`src/rtl/multiword_add_sequencer_pkg.sv`:
```
// Shared definitions for the multi-word add sequencer: FSM encoding and the
// chunk-index width helper.
package mwadd_pkg;

   localparam logic [1:0] IDLE = 2'd0;
   localparam logic [1:0] RUN  = 2'd1;
   localparam logic [1:0] DONE = 2'd2;

   // Index register needs at least one bit even when a word is a single chunk.
   function automatic int idx_width(input int k);
      return (k <= 1) ? 1 : $clog2(k);
   endfunction

endpackage

```
`src/rtl/multiword_add_sequencer_adder.sv`:
```
// N-bit ripple-carry adder used as the shared chunk adder of the sequencer.
module nBitRippleCarryAdder #(
   parameter int N = 8
) (
   input  logic [N-1:0] A,
   input  logic [N-1:0] B,
   input  logic         cin,
   output logic [N-1:0] sum,
   output logic         cout
);

   logic [N:0] carry;

   assign carry[0] = cin;

   for (genvar i = 0; i < N; i++) begin : g_bit
      assign sum[i]       = A[i] ^ B[i] ^ carry[i];
      assign carry[i + 1] = (A[i] & B[i]) | (carry[i] & (A[i] ^ B[i]));
   end

   assign cout = carry[N];

endmodule

```
`src/rtl/multiword_add_sequencer.sv`:
```
// Adds two W-bit words with one N-bit adder over K cycles, carry registered between chunks.
// Build option MWADD_SATURATE_EN: an overflowing result is presented as all-ones.
import mwadd_pkg::*;

module multiword_add_sequencer #(
   parameter  int N = 8,
   parameter  int K = 4,
   localparam int W = N * K
) (
   input  logic         clk,
   input  logic         rst_n,
   input  logic         in_valid,
   output logic         in_ready,
   input  logic [W-1:0] a,
   input  logic [W-1:0] b,
   input  logic         cin,
   output logic         out_valid,
   input  logic         out_ready,
   output logic [W-1:0] sum,
   output logic         cout,
   output logic         busy,
   output logic [1:0]   dbg_state
);

   localparam int IDX_W = idx_width(K);
   localparam logic [IDX_W-1:0] LAST_IDX = IDX_W'(K - 1);

   // Handshakes: a transfer happens on a rising edge where valid and ready are both
   // high; once raised, out_valid holds with sum/cout stable until out_ready is seen.
   logic [1:0]       state;
   logic [IDX_W-1:0] idx;
   logic [W-1:0]     a_reg;
   logic [W-1:0]     b_reg;
   logic [W-1:0]     acc;
   logic             carry;

   logic [N-1:0]     a_chunk;
   logic [N-1:0]     b_chunk;
   logic [N-1:0]     chunk_sum;
   logic             chunk_cout;
   logic [W-1:0]     acc_next;
   logic [W-1:0]     final_sum;

   always_comb begin
      a_chunk  = '0;
      b_chunk  = '0;
      acc_next = acc;
      for (int i = 0; i < K; i++) begin
         if (idx == IDX_W'(i)) begin
            a_chunk              = a_reg[i*N +: N];
            b_chunk              = b_reg[i*N +: N];
            acc_next[i*N +: N]   = chunk_sum;
         end
      end
   end

   nBitRippleCarryAdder #(.N(N)) u_chunk_adder (
      .A    (a_chunk),
      .B    (b_chunk),
      .cin  (carry),
      .sum  (chunk_sum),
      .cout (chunk_cout)
   );

`ifdef MWADD_SATURATE_EN
   assign final_sum = chunk_cout ? {W{1'b1}} : acc_next;
`else
   assign final_sum = acc_next;
`endif

   assign in_ready  = rst_n && (state == IDLE);
   assign out_valid = (state == DONE);
   assign busy      = (state == RUN) || (state == DONE);
   assign dbg_state = state;

   always_ff @(posedge clk or negedge rst_n) begin
      if (!rst_n) begin
         state <= IDLE;
         idx   <= '0;
         a_reg <= '0;
         b_reg <= '0;
         acc   <= '0;
         carry <= 1'b0;
         sum   <= '0;
         cout  <= 1'b0;
      end else begin
         case (state)
            IDLE: begin
               if (in_valid) begin
                  a_reg <= a;
                  b_reg <= b;
                  carry <= cin;
                  idx   <= '0;
                  state <= RUN;
               end
            end
            RUN: begin
               acc   <= acc_next;
               carry <= chunk_cout;
               if (idx == LAST_IDX) begin
                  // Outputs change only here, so they stay put through DONE and IDLE.
                  sum   <= final_sum;
                  cout  <= chunk_cout;
                  idx   <= '0;
                  state <= DONE;
               end else begin
                  idx <= idx + 1'b1;
               end
            end
            DONE: begin
               if (out_ready) state <= IDLE;
            end
            default: state <= IDLE;
         endcase
      end
   end

endmodule

```
`config.mk`:
```
export PLATFORM = sky130hd
export DESIGN_NAME = multiword_add_sequencer
export DESIGN_NICKNAME = d
export VERILOG_FILES = /design/src/rtl/multiword_add_sequencer_pkg.sv /design/src/rtl/multiword_add_sequencer_adder.sv /design/src/rtl/multiword_add_sequencer.sv
export SDC_FILE = /design/constraint.sdc
export NUM_CORES = 1
export LEC_CHECK = 0
export ABC_CLOCK_PERIOD_IN_PS = 7320
export CORE_MARGIN = 3
export CORE_UTILIZATION = 55
export CTS_CLUSTER_SIZE = 10
export DETAILED_ROUTE_END_ITERATION = 16
export DONT_BUFFER_PORTS = 1
export HOLD_SLACK_MARGIN = 0.1
export PLACE_DENSITY = 0.74
export SLEW_MARGIN = 15
export SYNTH_ARGS = -nofsm -noshare
export SYNTH_HDL_FRONTEND = slang
export SYNTH_SLANG_ARGS = --single-unit
```
`constraint.sdc`:
```
create_clock -name clk -period 7.32 [get_ports clk]
set_input_delay 1.098 -clock clk [delete_from_list [all_inputs] [get_ports clk]]
set_output_delay 1.098 -clock clk [all_outputs]
set_load 0.03 [all_outputs]
```
== Word level (Yosys, flattened, before mapping) ==
Cells that the tools add are included.

* Register bits: 134
* Bits in latches: 0
* Memory bits (writable): 0
* ROM bits: 0
* Word-level logic and storage cells: 87
* Memories: 0
* Input port bits: 69
* Output and inout bits: 38

* Divide/modulo/power cells: 0
* Equality and inequality tests: 8
* Shift-type cells: 0
* Multipliers: 0
* Reduce and logical (&&, ||, !) cells: 9
* Add/sub/neg operators: 1
* Magnitude comparators: 0
* Multiplexer cells: 21
* Bitwise operators: 40

{| class="wikitable"
|+ Operators with widths
! kind !! number
|-
| $mux W8 || 12
|-
| $and A1 B1 Y1 || 16
|-
| $xor A1 B1 Y1 || 16
|-
| $mux W2 || 5
|-
| $or A1 B1 Y1 || 8
|-
| $eq A2 B2 Y1 const B || 3
|-
| $pmux W2 S3 || 1
|-
| $reduce_and A2 Y1 || 3
|-
| $eq A2 B1 Y1 const B || 2
|-
| $logic_not A2 Y1 || 2
|-
| $ne A2 B2 Y1 const B || 2
|-
| $pmux W2 S2 || 1
|-
| $reduce_and A3 Y1 || 1
|-
| $add A2 B1 Y2 const B || 1
|-
| $ne A2 B1 Y1 const B || 1
|-
| $pmux W1 S2 || 1
|-
| $reduce_bool A2 Y1 || 1
|-
| $logic_and A1 B1 Y1 || 1
|-
| $logic_or A1 B1 Y1 || 1
|-
| $mux W1 || 1
|}

== Logic depth before layout (Yosys ltp) ==
Gate-level depths: netlist (run 1).

* Word-level depth: 23
* Mapped depth: 22
* Mapped depth without buffers: 20

== Modules after synthesis ==
A second synthesis (run 1) with hierarchy kept.

* Cell total of the unflattened synthesis: 460
* Area, all modules: 5921.9 sq um

{| class="wikitable"
|+ Modules (own cells, without submodules)
! module !! area each (sq um) !! sequential area each (sq um) !! cells each !! instances
|-
| multiword_add_sequencer || 5724.2 || 3153.0 || 442 || 1
|-
| nBitRippleCarryAdder || 197.7 || 0.0 || 18 || 1
|}

== Worst setup path before layout (run 1) ==
Ideal clock, no wire load.

* Kind: reg-to-reg
* Start point: reg idx[1]
* End point: reg acc[15]
* Required time: 7.195 ns
* Stages on the path, launching flop included: 22
* Data arrival time: 4.398 ns
* Path buffers: 2
* Setup time: 0.125 ns
* Path slack: 2.797 ns
* Period minus slack after synthesis: 4.523 ns
* Path through: dfrtp_1 -> inv_1 -> ha_1 -> buf_2 -> buf_2 -> a21oi_1 -> o21ai_0 -> a22oi_1 -> fa_1 -> inv_1 -> fa_1 -> inv_1 -> fa_1 -> fa_1 -> fa_1 -> inv_1 -> fa_1 -> inv_1 -> fa_1 -> inv_1 -> fa_1 -> mux2_2

* Word-level cells in the longest chain between the ends: 22
* Elaborated cells on any way between the ends: 43
* Those cells by class: eq/ne: 3; mux: 9; bitwise: 30; reduce/logical: 1

{| class="wikitable"
|+ Ends and longest elaborated chain
! item !! line !! source
|-
| from (decl) || multiword_add_sequencer.sv:31 || <nowiki>logic [IDX_W-1:0] idx;</nowiki>
|-
| from (signal assigned) || multiword_add_sequencer.sv:107 || <nowiki>idx <= idx + 1'b1;</nowiki>
|-
| $logic_not A2 Y1 || multiword_add_sequencer.sv:49 || <nowiki>if (idx == IDX_W'(i)) begin</nowiki>
|-
| $mux W8 (4 in a row) || multiword_add_sequencer.sv:49 ||
|-
| $xor A1 B1 Y1 || multiword_add_sequencer_adder.sv:18 || <nowiki>assign carry[i + 1] = (A[i] & B[i]) | (carry[i] & (A[i] ^ B[i]));</nowiki>
|-
| $and A1 B1 Y1 || multiword_add_sequencer_adder.sv:18 ||
|-
| $or A1 B1 Y1 || multiword_add_sequencer_adder.sv:18 ||
|-
| $and A1 B1 Y1 || multiword_add_sequencer_adder.sv:18 ||
|-
| $or A1 B1 Y1 || multiword_add_sequencer_adder.sv:18 ||
|-
| $and A1 B1 Y1 || multiword_add_sequencer_adder.sv:18 ||
|-
| (+3 left out) || - ||
|-
| $and A1 B1 Y1 || multiword_add_sequencer_adder.sv:18 ||
|-
| $or A1 B1 Y1 || multiword_add_sequencer_adder.sv:18 ||
|-
| $and A1 B1 Y1 || multiword_add_sequencer_adder.sv:18 ||
|-
| $or A1 B1 Y1 || multiword_add_sequencer_adder.sv:18 ||
|-
| $and A1 B1 Y1 || multiword_add_sequencer_adder.sv:18 ||
|-
| $or A1 B1 Y1 || multiword_add_sequencer_adder.sv:18 ||
|-
| $xor A1 B1 Y1 || multiword_add_sequencer_adder.sv:17 || <nowiki>assign sum[i] = A[i] ^ B[i] ^ carry[i];</nowiki>
|-
| $mux W8 * || multiword_add_sequencer.sv:49 ||
|-
| to (signal assigned) || multiword_add_sequencer.sv:98 || <nowiki>acc <= acc_next;</nowiki>
|-
| to (decl) || multiword_add_sequencer.sv:34 || <nowiki>logic [W-1:0] acc;</nowiki>
|}

Mark *: on every way between the ends. The rest lies on a longest branch, timed or not.
A chain may end at the register's enable or synchronous reset.

== Final worst setup path (run 1) ==
Same ends and word-level chain as after synthesis.

==> results of run 1 <==
power by group through the flow:
stage / sequential [mW] / clock, mW / combinational (mW)
2_1_floorplan: 1.34 / 0 / 1.22
3_3_place_gp: 1.41 / 0 / 1.50
3_5_place_dp: 1.42 / 0 / 1.56
4_1_cts: 1.41 / 0.856 / 1.57
5_1_grt: 1.45 / 0.885 / 1.76
6_report: 1.41 / 0.841 / 1.57
layer usage:
layer / share of wire [%] / vias to the layer above / routed length [um]
met5: 0.10 / - / 12
met4: 1.0 / 2 / 122
met3: 7.4 / 16 / 887
met2: 50 / 108 / 6047
met1: 41 / 1766 / 4925
li1: - / 1683 / -
cells by family after synthesis:
group / after synthesis
compound gates: 106
fa+ha+maj: 15
buf+inv: 62
flops: 126
mux: 99
simple gates: 88
cell usage after synthesis (2+ instances only):
cell        n
a31oi_1     2
mux2i_1    24
dfrtp_1   126
ha_1        7
nor2b_1     4
o31ai_1     3
a221oi_1    3
fa_1        8
mux2_4      5
inv_1      29
clkbuf_1   13
a22o_1      3
mux2_2     70
a21oi_1    25
a22oi_1    10
nand3_1     6
nand2b_1    2
o21ai_0    57
a32o_1      2
nand2_1    71
buf_2      12
clkbuf_8    5
worst max path at each step:
stage | startpoint | to | cells past startpoint
final | idx[1]$_DFFE_PN0P_ | acc[15]$_DFFE_PN0P_ | 20
after global routing | idx[1]$_DFFE_PN0P_ | sum[23]$_DFFE_PN0P_ | 21
after CTS | idx[1]$_DFFE_PN0P_ | acc[15]$_DFFE_PN0P_ | 20
after detailed placement | idx[1]$_DFFE_PN0P_ | sum[15]$_DFFE_PN0P_ | 21
after global placement | idx[1]$_DFFE_PN0P_ | acc[7]$_DFFE_PN0P_ | 20
after floorplan | idx[1]$_DFFE_PN0P_ | acc[15]$_DFFE_PN0P_ | 21
layout make-up:
cell class              instances  area, um2
repair buffers                  3      22.52
flip-flops and latches        126       3153
inverters                      29      108.9
clock inverters                10      136.4
clock buffers                  22      462.9
fillers                       809       3618
multi-input cells             308       2331
well taps                     133      166.4
per-stage QoR:
stage,total power [mW],util [%]
2_1_floorplan,2.558,-
3_3_place_gp,2.912,57.82
3_5_place_dp,2.985,57.82
4_1_cts,3.844,63.81
5_1_grt,4.091,63.81
6_report,3.821,63.81
worst max-delay path, delay by kind of cell (launching register included):
kind                       cells  cell delay [ns]
muxes                          1             0.32
buffers and inverters          7             0.81
adders and majority gates      9             3.31
AOI/OAI and AO/OA              3             0.33
DFF                            1             0.41
==> metrics.csv, run 1 <==
stage;metric;value;unit
power_and_ir_drop;p_switching;1.573;mW
worst_setup_path;reg2reg_from;idx[1]$_DFFE_PN0P_;
synth;synth_area_leaders;dfrtp_1 (54%), mux2_2 (14%), o21ai_0 (4.9%);
placed_design;io_buffers;0;
final_layout;nets;569;
route;drt_first_pass_iters;4;
power_and_ir_drop;vdd_drop_max;0.2776;mV
global_routing;antenna_found_initial;1;
floorplanning;start_util;57.88;%
clock_network;hold_buffers;0;
worst_setup_path;arrival;5.69;ns
synth;synth_flop_cell;dfrtp_1;
clock_network;postCtsSetupBuffers;0;
sta;setup_tns;0;ns
route;ant_nets;0;
placed_design;hpwl;8166;um
final_layout;final_common_cell;dfrtp_1;
clock_network;cts_tree;built;
final_layout;synthToLayoutAreaGrowth;10.25;%
min_path;hp-class;in -> async;
clock_network;cts_sinks;126;
placed_design;placed_area;0.005782;mm2
power_and_ir_drop;internal_power;2.248;mW
sta;hold_ws;0.2770;ns
synth;yosysWarningCount;0;
run_status;status;finished clean;
worst_setup_path;crit_type;reg -> reg;
floorplanning;ioPinCount;107;
synth;syn_avg_cell_area;11.67;um2
clock_network;clkLatencyLatePin;0.52;ns
global_routing;grt_max_degree;128;
clock_network;cts_buffer_depth;2;
placed_design;dp.cells;599;
synth;yosys.area.top_type_share;54.47;%
synth;ys_seq_elements;126;
power_and_ir_drop;powerDensity;598.8;mW/mm2
placed_design;finalWeightedCongestion;0.8409;
worst_setup_path;path_max_fanout;29;
synth;ys_seq_area_share;54.47;%
final_layout;antenna_cells;0;
synth;synth_compound_area_share;10.42;%
placed_design;pre_cts_ws;2.038;ns
synth;netlist_area;0.005788;mm2
worst_setup_path;r2r.worst_path.cells;20;
synth;synth_top_family_by_area;multiplexers;
worst_setup_path;rr_endpoint;acc[15]$_DFFE_PN0P_;
global_routing;top_usage_layer;met2;
clock_network;clockRootBuffer;clkbuf_8;
global_routing;grt_pass1_vias;3701;
synth;synth-simple-area-share;6.420;%
global_routing;grt_pass1_wl;19450;um
route;drc;0;
synth;synth.area.mux_share;19.07;%
sta;finalCritPeriodShare;72.32;%
global_routing;use_met2;35.83;%
power_and_ir_drop;clockPowerShare;22.0;%
global_routing;grt_usage;21.88;%
global_routing;grt_overflow_total;0;
floorplanning;chipWidth;108.6;um
worst_setup_path;slowest_delay;0.54;ns
run;cap_violations;0;
final_layout;drive_gt1_share;22.29;%
synth;async_flop_share;100.0;%
synth;synth-adder-area-share;4.280;%
clock_network;htreeDepth;4;
sta;tightest_slew;0.9098;ns
sta;finalWorstSetupSlack;2.026;ns
synth;yosysTopAreaCell;dfrtp_1;
route;first_iter_violations;149;
worst_setup_path;worstSetupEndpointType;flop;
synth;ys_types;31;
floorplanning;rows;36;
sta;max_freq;188.9;MHz
synth;synth-xor-area-share;0;%
worst_setup_path;cpMostUsedCell;fa_1;
floorplanning;die_area;0.01179;mm2
floorplanning;core;0.01000;mm2
final_layout;finalNonFillerCells;631;
synth;synth_nets;580;
sta;max-slew-margin-rel;39.13;%
synth;synth_edf_count;0;
route;wl;12000;um
power_and_ir_drop;switching_share;41.16;%
sta;finClkSkew;0.008422;ns
global_routing;grt.met3_usage;8.657;%
worst_setup_path;worstPathCellList;inv_1 > ha_1 > buf_4 > a21oi_1 > o21ai_0 > a22oi_1 > fa_1 > inv_1 > fa_1 > inv_1 > fa_1 > fa_1 > fa_1 > inv_1 > fa_1 > inv_1 > fa_1 > inv_1 > fa_1 > mux2_2;
sta;rsz0062_at_grt;no;
route;vias_per_cell;5.666;
synth;synth_cells;496;
worst_setup_path;reg2reg_slack;2.03;ns
worst_setup_path;cp.required;7.72;ns
floorplanning;die_h;108.6;um
sta;finalSetupViolCount;0;
clock_network;clkTransAtPathRegs;0.06;ns
final_layout;stdcell_area;0.006381;mm2
sta;fin_crit;5.294;ns
worst_setup_path;slowest_stage;ha_1;
route;vias;3575;
power_and_ir_drop;power_frac_seq;36.9;%
power_and_ir_drop;pwr-share-comb;41.1;%
global_routing;gr-usage-met1;26.82;%
final_layout;layout_common_cells;dfrtp_1 (126), nand2_1 (70), mux2_2 (70);
sta;hold_violations;0;
route;wl_per_cell;19.01;um
sta;maxSlewViolCount;0;
clock_network;cts_made_buffers;17;
worst_setup_path;worst_setup_path_start_kind;flop;
power_and_ir_drop;p_leak;2.905;nW
clock_network;cts-resized-gates;0;
No activity file was read; power rests on OpenSTA's default activity.
==> run 2: changes to the inputs <==
--- a/config.mk
+++ b/config.mk
@@ -5,7 +5,7 @@
 export SDC_FILE = /design/constraint.sdc
 export NUM_CORES = 1
 export LEC_CHECK = 0
-export ABC_CLOCK_PERIOD_IN_PS = 7320
+export ABC_CLOCK_PERIOD_IN_PS = 5070
 export CORE_MARGIN = 3
 export CORE_UTILIZATION = 55
 export CTS_CLUSTER_SIZE = 10
==> constraint.sdc (replaced) <==
create_clock -name clk -period 5.07 [get_ports clk]
set_input_delay 0.7605 -clock clk [delete_from_list [all_inputs] [get_ports clk]]
set_output_delay 0.7605 -clock clk [all_outputs]
set_load 0.03 [all_outputs]
==> metrics.csv, run 2 (same netlist as run 1, synthesis figures left out) <==
stage;metric;value;unit;change
run_status;status;finished clean;;unchanged
sta;hold_violations;0;;unchanged
power_and_ir_drop;clockPowerShare;21.9;%;was 22.0%
final_layout;layout_common_cells;dfrtp_1 (126), nand2_1 (70), mux2_2 (70);;unchanged
floorplanning;start_util;57.88;%;unchanged
placed_design;io_buffers;0;;unchanged
worst_setup_path;startpoint;idx[0]$_DFFE_PN0P_;;was idx[1]$_DFFE_PN0P_
final_layout;fillers;793;;was 809
worst_setup_path;worst_setup_path_start_kind;flop;;unchanged
worst_setup_path;crit_type;reg -> reg;;unchanged
sta;finClkSkew;0.009775;ns;was 0.008422 ns
clock_network;postCtsSetupBuffers;0;;unchanged
final_layout;finalNonFillerCells;639;;was 631
route;vias;3666;;was 3575
final_layout;antenna_cells;0;;unchanged
sta;finalWorstSetupSlack;0.2804;ns;was 2.026 ns
final_layout;stdcell_area;0.006484;mm2;was 0.006381 mm2
power_and_ir_drop;p_leak;2.970;nW;was 2.905 nW
worst_setup_path;r2r.worst_path.cells;20;;unchanged
route;drc;0;;unchanged
global_routing;grt_max_degree;127;;was 128
final_layout;drive_gt1_share;24.11;%;was 22.29%
sta;finalCritPeriodShare;94.47;%;was 72.32%
worst_setup_path;arrival;5.15;ns;was 5.69 ns
floorplanning;core;0.01000;mm2;unchanged
worst_setup_path;cp.required;5.43;ns;was 7.72 ns
run;cap_violations;0;;unchanged
clock_network;clkTransAtPathRegs;0.06;ns;about the same
global_routing;grt_usage;22.17;%;was 21.88%
min_path;hp-class;in -> async;;unchanged
sta;setup_tns;0;ns;unchanged
route;wl;12260;um;was 12000 um
final_layout;multi_input_area;0.002338;mm2;was 0.002331 mm2
power_and_ir_drop;switching_share;41.12;%;was 41.16%
final_layout;fin_util;64.84;%;was 63.81%
power_and_ir_drop;vdd_drop_max;0.4728;mV;was 0.2776 mV
sta;fin_crit;4.790;ns;was 5.294 ns
final_layout;final_common_cell;dfrtp_1;;unchanged
placed_design;hpwl;8477;um;was 8166 um
floorplanning;die_area;0.01179;mm2;unchanged
clock_network;cts_sinks;126;;unchanged
global_routing;grt_overflow_total;0;;unchanged
route;ant_nets;0;;unchanged
final_layout;seq_area;0.003153;mm2;unchanged
floorplanning;ioPinCount;107;;unchanged
floorplanning;die_h;108.6;um;unchanged
placed_design;dp.cells;607;;was 599
worst_setup_path;worstSetupEndpointType;flop;;unchanged
worst_setup_path;reg2reg_from;idx[0]$_DFFE_PN0P_;;was idx[1]$_DFFE_PN0P_
sta;tightest_slew;0.9471;ns;was 0.9098 ns
route;wl_per_cell;19.18;um;was 19.01 um
global_routing;grt_pass1_wl;19570;um;was 19450 um
power_and_ir_drop;powerDensity;863.4;mW/mm2;was 598.8 mW/mm2
power_and_ir_drop;p_total;5.598;mW;was 3.821 mW
sta;maxSlewViolCount;0;;unchanged
clock_network;cts_made_buffers;17;;unchanged
clock_network;htreeDepth;4;;unchanged
clock_network;clockRootBuffer;clkbuf_8;;unchanged
power_and_ir_drop;pwr-share-comb;41.7;%;was 41.1%
route;drt_first_pass_iters;4;;unchanged
floorplanning;chipWidth;108.6;um;unchanged
clock_network;clkLatencyLatePin;0.52;ns;about the same
power_and_ir_drop;internal_power;3.296;mW;was 2.248 mW
sta;rsz0062_at_grt;no;;unchanged
global_routing;grt_pass1_vias;3858;;was 3701
route;vias_per_cell;5.737;;was 5.666
final_layout;nets;578;;was 569
worst_setup_path;path_max_fanout;19;;was 29
sta;hold_ws;0.2069;ns;was 0.2770 ns
placed_design;placed_area;0.005842;mm2;was 0.005782 mm2
floorplanning;rows;36;;unchanged
global_routing;antenna_found_initial;0;;was 1
power_and_ir_drop;power_frac_seq;36.4;%;was 36.9%
final_layout;synthToLayoutAreaGrowth;12.02;%;was 10.25%
route;first_iter_violations;207;;was 149
sta;finalSetupViolCount;0;;unchanged
clock_network;cts_buffer_depth;2;;unchanged
power_and_ir_drop;p_switching;2.302;mW;was 1.573 mW
sta;max_freq;208.8;MHz;was 188.9 MHz
clock_network;cts_tree;built;;unchanged
sta;max-slew-margin-rel;36.64;%;was 39.13%
placed_design;pre_cts_ws;0.2793;ns;was 2.038 ns
placed_design;finalWeightedCongestion;0.7571;;was 0.8409
[run 2: cell count changes in the layout (fill, tap and decap cells not counted), sizes merged]
cell	previous run	this run
buf	3	12
clkinv	4	5
clkinvlp	3	1
[run 2: final timing paths]
kind | end | slack (ns)
worst max-delay path | sum[7]$_DFFE_PN0P_ | 0.28
worst min-delay path | sum[17]$_DFFE_PN0P_ | 0.21
worst max register to register | sum[7]$_DFFE_PN0P_ | 0.28
worst min register to register | acc[8]$_DFFE_PN0P_ | 0.48
max in group asynchronous | b_reg[22]$_DFFE_PN0P_ | 4.41
min in group clk | b_reg[26]$_DFFE_PN0P_ | 0.38
[run 2: worst max-delay path, cell delays in order (launching register included)]
cell and delay, ns:
dfrtp_1 0.43, inv_1 0.11, ha_2 0.42, a21oi_1 0.08, o21ai_0 0.10, a22oi_1 0.13
fa_1 0.40, inv_1 0.07, fa_1 0.16, inv_1 0.05, fa_1 0.39, fa_1 0.40
fa_1 0.37, inv_1 0.08, fa_1 0.16, inv_1 0.05, fa_1 0.36, inv_1 0.08
fa_1 0.50, mux2i_1 0.18, o21ai_0 0.11
[run 2: repair_timing]
| action | 4_1_cts | 5_1_grt |
|---|---|---|
| resized for setup | 0 | 2 |
| endpoints found under the hold margin | 126 | 0 |
| hold buffers | 1 | 0 |
| setup endpoints to repair | 0 | 6 |
[run 2: cell type report]
class	count	share of cell area, %
Tap cell	133	2.567
Multi-Input combinational cell	308	36.07
Timing Repair Buffer	12	1.698
Clock buffer	22	7.294
Inverter	29	1.679
Sequential cell	126	48.63
Clock inverter	9	2.065
[run 2: routing by layer]
layer | track usage [%] | share of wire [%] | vias up
li1 | - | - | 1703
met1 | 26.64 | 40 | 1837
met2 | 37.29 | 51 | 107
met3 | 7.403 | 6.9 | 19
met4 | 7.935 | 1.7 | 0
met5 | 0 | 0 | -
[run 2: power groups by stage]
stage	combinational, mW	sequential, mW	clock (mW)
after floorplan	1.76	1.93	0
after global placement	2.23	2.03	0
after detailed placement	2.31	2.06	0
after CTS	2.34	2.04	1.25
after global routing	2.62	2.10	1.29
final	2.33	2.04	1.23
==> run 3: changes to the inputs <==
--- a/config.mk
+++ b/config.mk
@@ -6,13 +6,14 @@
 export NUM_CORES = 1
 export LEC_CHECK = 0
 export ABC_CLOCK_PERIOD_IN_PS = 5070
+export CAP_MARGIN = 40
 export CORE_MARGIN = 3
 export CORE_UTILIZATION = 55
-export CTS_CLUSTER_SIZE = 10
+export CTS_CLUSTER_SIZE = 25
 export DETAILED_ROUTE_END_ITERATION = 16
 export DONT_BUFFER_PORTS = 1
 export HOLD_SLACK_MARGIN = 0.1
-export PLACE_DENSITY = 0.74
+export PLACE_DENSITY_LB_ADDON = 0.3
 export SLEW_MARGIN = 15
 export SYNTH_ARGS = -nofsm -noshare
 export SYNTH_HDL_FRONTEND = slang
==> metrics.csv, run 3 (same netlist as run 1, synthesis figures left out) <==
stage;metric;value;unit;change
global_routing;top_usage_layer;met2;;unchanged
placed_design;io_buffers;0;;unchanged
run;cap_violations;0;;unchanged
final_layout;antenna_cells;0;;unchanged
sta;fin_crit;4.729;ns;was 4.790 ns
floorplanning;ioPinCount;107;;unchanged
placed_design;hpwl;8526;um;was 8477 um
floorplanning;chipWidth;108.6;um;unchanged
worst_setup_path;startpoint;idx[0]$_DFFE_PN0P_;;unchanged
final_layout;final_common_cell;dfrtp_1;;unchanged
clock_network;clockRootBuffer;clkbuf_8;;unchanged
sta;rsz0062_at_grt;no;;unchanged
floorplanning;die_h;108.6;um;unchanged
clock_network;htreeDepth;4;;unchanged
min_path;hp-class;in -> async;;unchanged
placed_design;placed_area;0.005824;mm2;was 0.005842 mm2
global_routing;gr-usage-met1;28.24;%;was 26.64%
clock_network;cts_tree;built;;unchanged
route;vias_per_cell;5.659;;was 5.737
sta;maxSlewViolCount;0;;unchanged
final_layout;nets;577;;was 578
worst_setup_path;reg2reg_from;idx[0]$_DFFE_PN0P_;;unchanged
final_layout;fillers;774;;was 793
route;ant_nets;0;;unchanged
global_routing;grt_pass1_vias;3887;;was 3858
final_layout;stdcell_area;0.006490;mm2;was 0.006484 mm2
route;first_iter_violations;233;;was 207
sta;finalSetupViolCount;0;;unchanged
global_routing;use_met2;36.94;%;was 37.29%
clock_network;cts_buffer_depth;2;;unchanged
sta;max_freq;211.5;MHz;was 208.8 MHz
global_routing;antenna_found_initial;3;;was 0
power_and_ir_drop;powerDensity;860.8;mW/mm2;was 863.4 mW/mm2
final_layout;multi_input_area;0.002333;mm2;was 0.002338 mm2
worst_setup_path;r2r.worst_path.cells;17;;was 20
route;wl_per_cell;19.51;um;was 19.18 um
floorplanning;rows;36;;unchanged
global_routing;grt_usage;22.52;%;was 22.17%
sta;tightest_slew;0.6110;ns;was 0.9471 ns
final_layout;seq_area;0.003153;mm2;unchanged
run_status;status;finished clean;;unchanged
route;drc;0;;unchanged
worst_setup_path;arrival;5.11;ns;was 5.15 ns
global_routing;grt.met3_usage;7.761;%;was 7.403%
final_layout;synthToLayoutAreaGrowth;12.13;%;was 12.02%
worst_setup_path;worstSetupEndpointType;flop;;unchanged
worst_setup_path;cp.required;5.45;ns;was 5.43 ns
route;drt_first_pass_iters;5;;was 4
clock_network;clkTransAtPathRegs;0.06;ns;about the same
floorplanning;core;0.01000;mm2;unchanged
global_routing;grt_max_degree;127;;unchanged
clock_network;cts_made_buffers;17;;unchanged
floorplanning;start_util;57.88;%;unchanged
sta;hold_violations;0;;unchanged
floorplanning;die_area;0.01179;mm2;unchanged
global_routing;grt_pass1_wl;20290;um;was 19570 um
placed_design;finalWeightedCongestion;0.8295;;was 0.7571
clock_network;clkLatencyLatePin;0.50;ns;was 0.52 ns
global_routing;grt_overflow_total;0;;unchanged
worst_setup_path;path_max_fanout;10;;was 19
sta;finalCritPeriodShare;93.27;%;was 94.47%
sta;max-slew-margin-rel;59.27;%;was 36.64%
clock_network;postCtsSetupBuffers;0;;unchanged
worst_setup_path;crit_type;reg -> reg;;unchanged
clock_network;cts_sinks;126;;unchanged
worst_setup_path;reg2reg_slack;0.34;ns;was 0.28 ns
final_layout;layout_common_cells;dfrtp_1 (126), nand2_1 (71), mux2_2 (70);;was dfrtp_1 (126), nand2_1 (70), mux2_2 (70)
power_and_ir_drop;vdd_drop_max;0.4146;mV;was 0.4728 mV
sta;finClkSkew;0.006811;ns;was 0.009775 ns
final_layout;drive_gt1_share;24.11;%;unchanged
route;vias;3616;;was 3666
worst_setup_path;worst_setup_path_start_kind;flop;;unchanged
power_and_ir_drop;p_leak;2.953;nW;was 2.970 nW
route;wl;12470;um;was 12260 um
worst_setup_path;rr_endpoint;acc[7]$_DFFE_PN0P_;;was sum[7]$_DFFE_PN0P_
sta;setup_tns;0;ns;unchanged
-- run 3: layout make-up --
| cell class | instances | share of cell area [%] |
|---|---|---|
| flip-flops and latches | 126 | 48.58 |
| multi-input cells | 308 | 35.96 |
| repair buffers | 11 | 1.889 |
| clock inverters | 13 | 2.526 |
| inverters | 29 | 1.677 |
| well taps | 133 | 2.564 |
| clock buffers | 19 | 6.805 |
-- run 3: where the power goes --
| part | internal, mW | switching (mW) |
|---|---|---|
| Clock | 0.776 | 0.457 |
| Combinational | 1.00 | 1.31 |
| Sequential | 1.49 | 0.548 |
-- run 3: routing by layer --
layer	up-vias	wire, um
li1	1700	-
met1	1767	5165
met2	129	6227
met3	14	927
met4	6	105
met5	-	41
-- run 3: worst max path at each step --
stage	endpoint	slack (ns)	depth (start not counted)
detailed placement	acc[15]$_DFFE_PN0P_	0.24	17
CTS	acc[15]$_DFFE_PN0P_	0.26	17
finish	acc[7]$_DFFE_PN0P_	0.34	17
global route	sum[15]$_DFFE_PN0P_	0.01	18
floorplan	acc[15]$_DFFE_PN0P_	0.55	21
global placement	acc[7]$_DFFE_PN0P_	0.42	17
-- run 3: timing repair --
| item | in CTS | in global routing |
|---|---|---|
| resized for setup | 0 | 2 |
| setup endpoints to repair | 0 | 6 |
| hold buffers | 1 | 0 |
| hold endpoints to repair | 126 | 0 |
-- run 3: critical path: stages, from the launching register on --
cell and delay (ns):
dfrtp_1 0.43, inv_1 0.11, ha_2 0.30, nor2b_1 0.29, a221oi_1 0.14, o31ai_1 0.39, fa_1 0.24, inv_1 0.05
fa_1 0.39, fa_1 0.40, fa_1 0.37, inv_1 0.08, fa_1 0.15, inv_1 0.05, fa_1 0.35, inv_1 0.07
fa_1 0.49, mux2_2 0.30
-- run 3: through the flow --
step	cells	setup slack, ns	power [mW]	utilization (%)	hold WS [ns]
finish	639	0.3414	5.587	64.90	0.2027
global route	639	0.01118	5.979	64.90	0.2560
CTS	638	0.2620	5.599	64.58	0.2424
detailed placement	605	0.2394	4.341	58.25	0.4654
global placement	605	0.4172	4.237	58.25	0.4572
floorplan	496	0.5473	3.693	-	0.4446
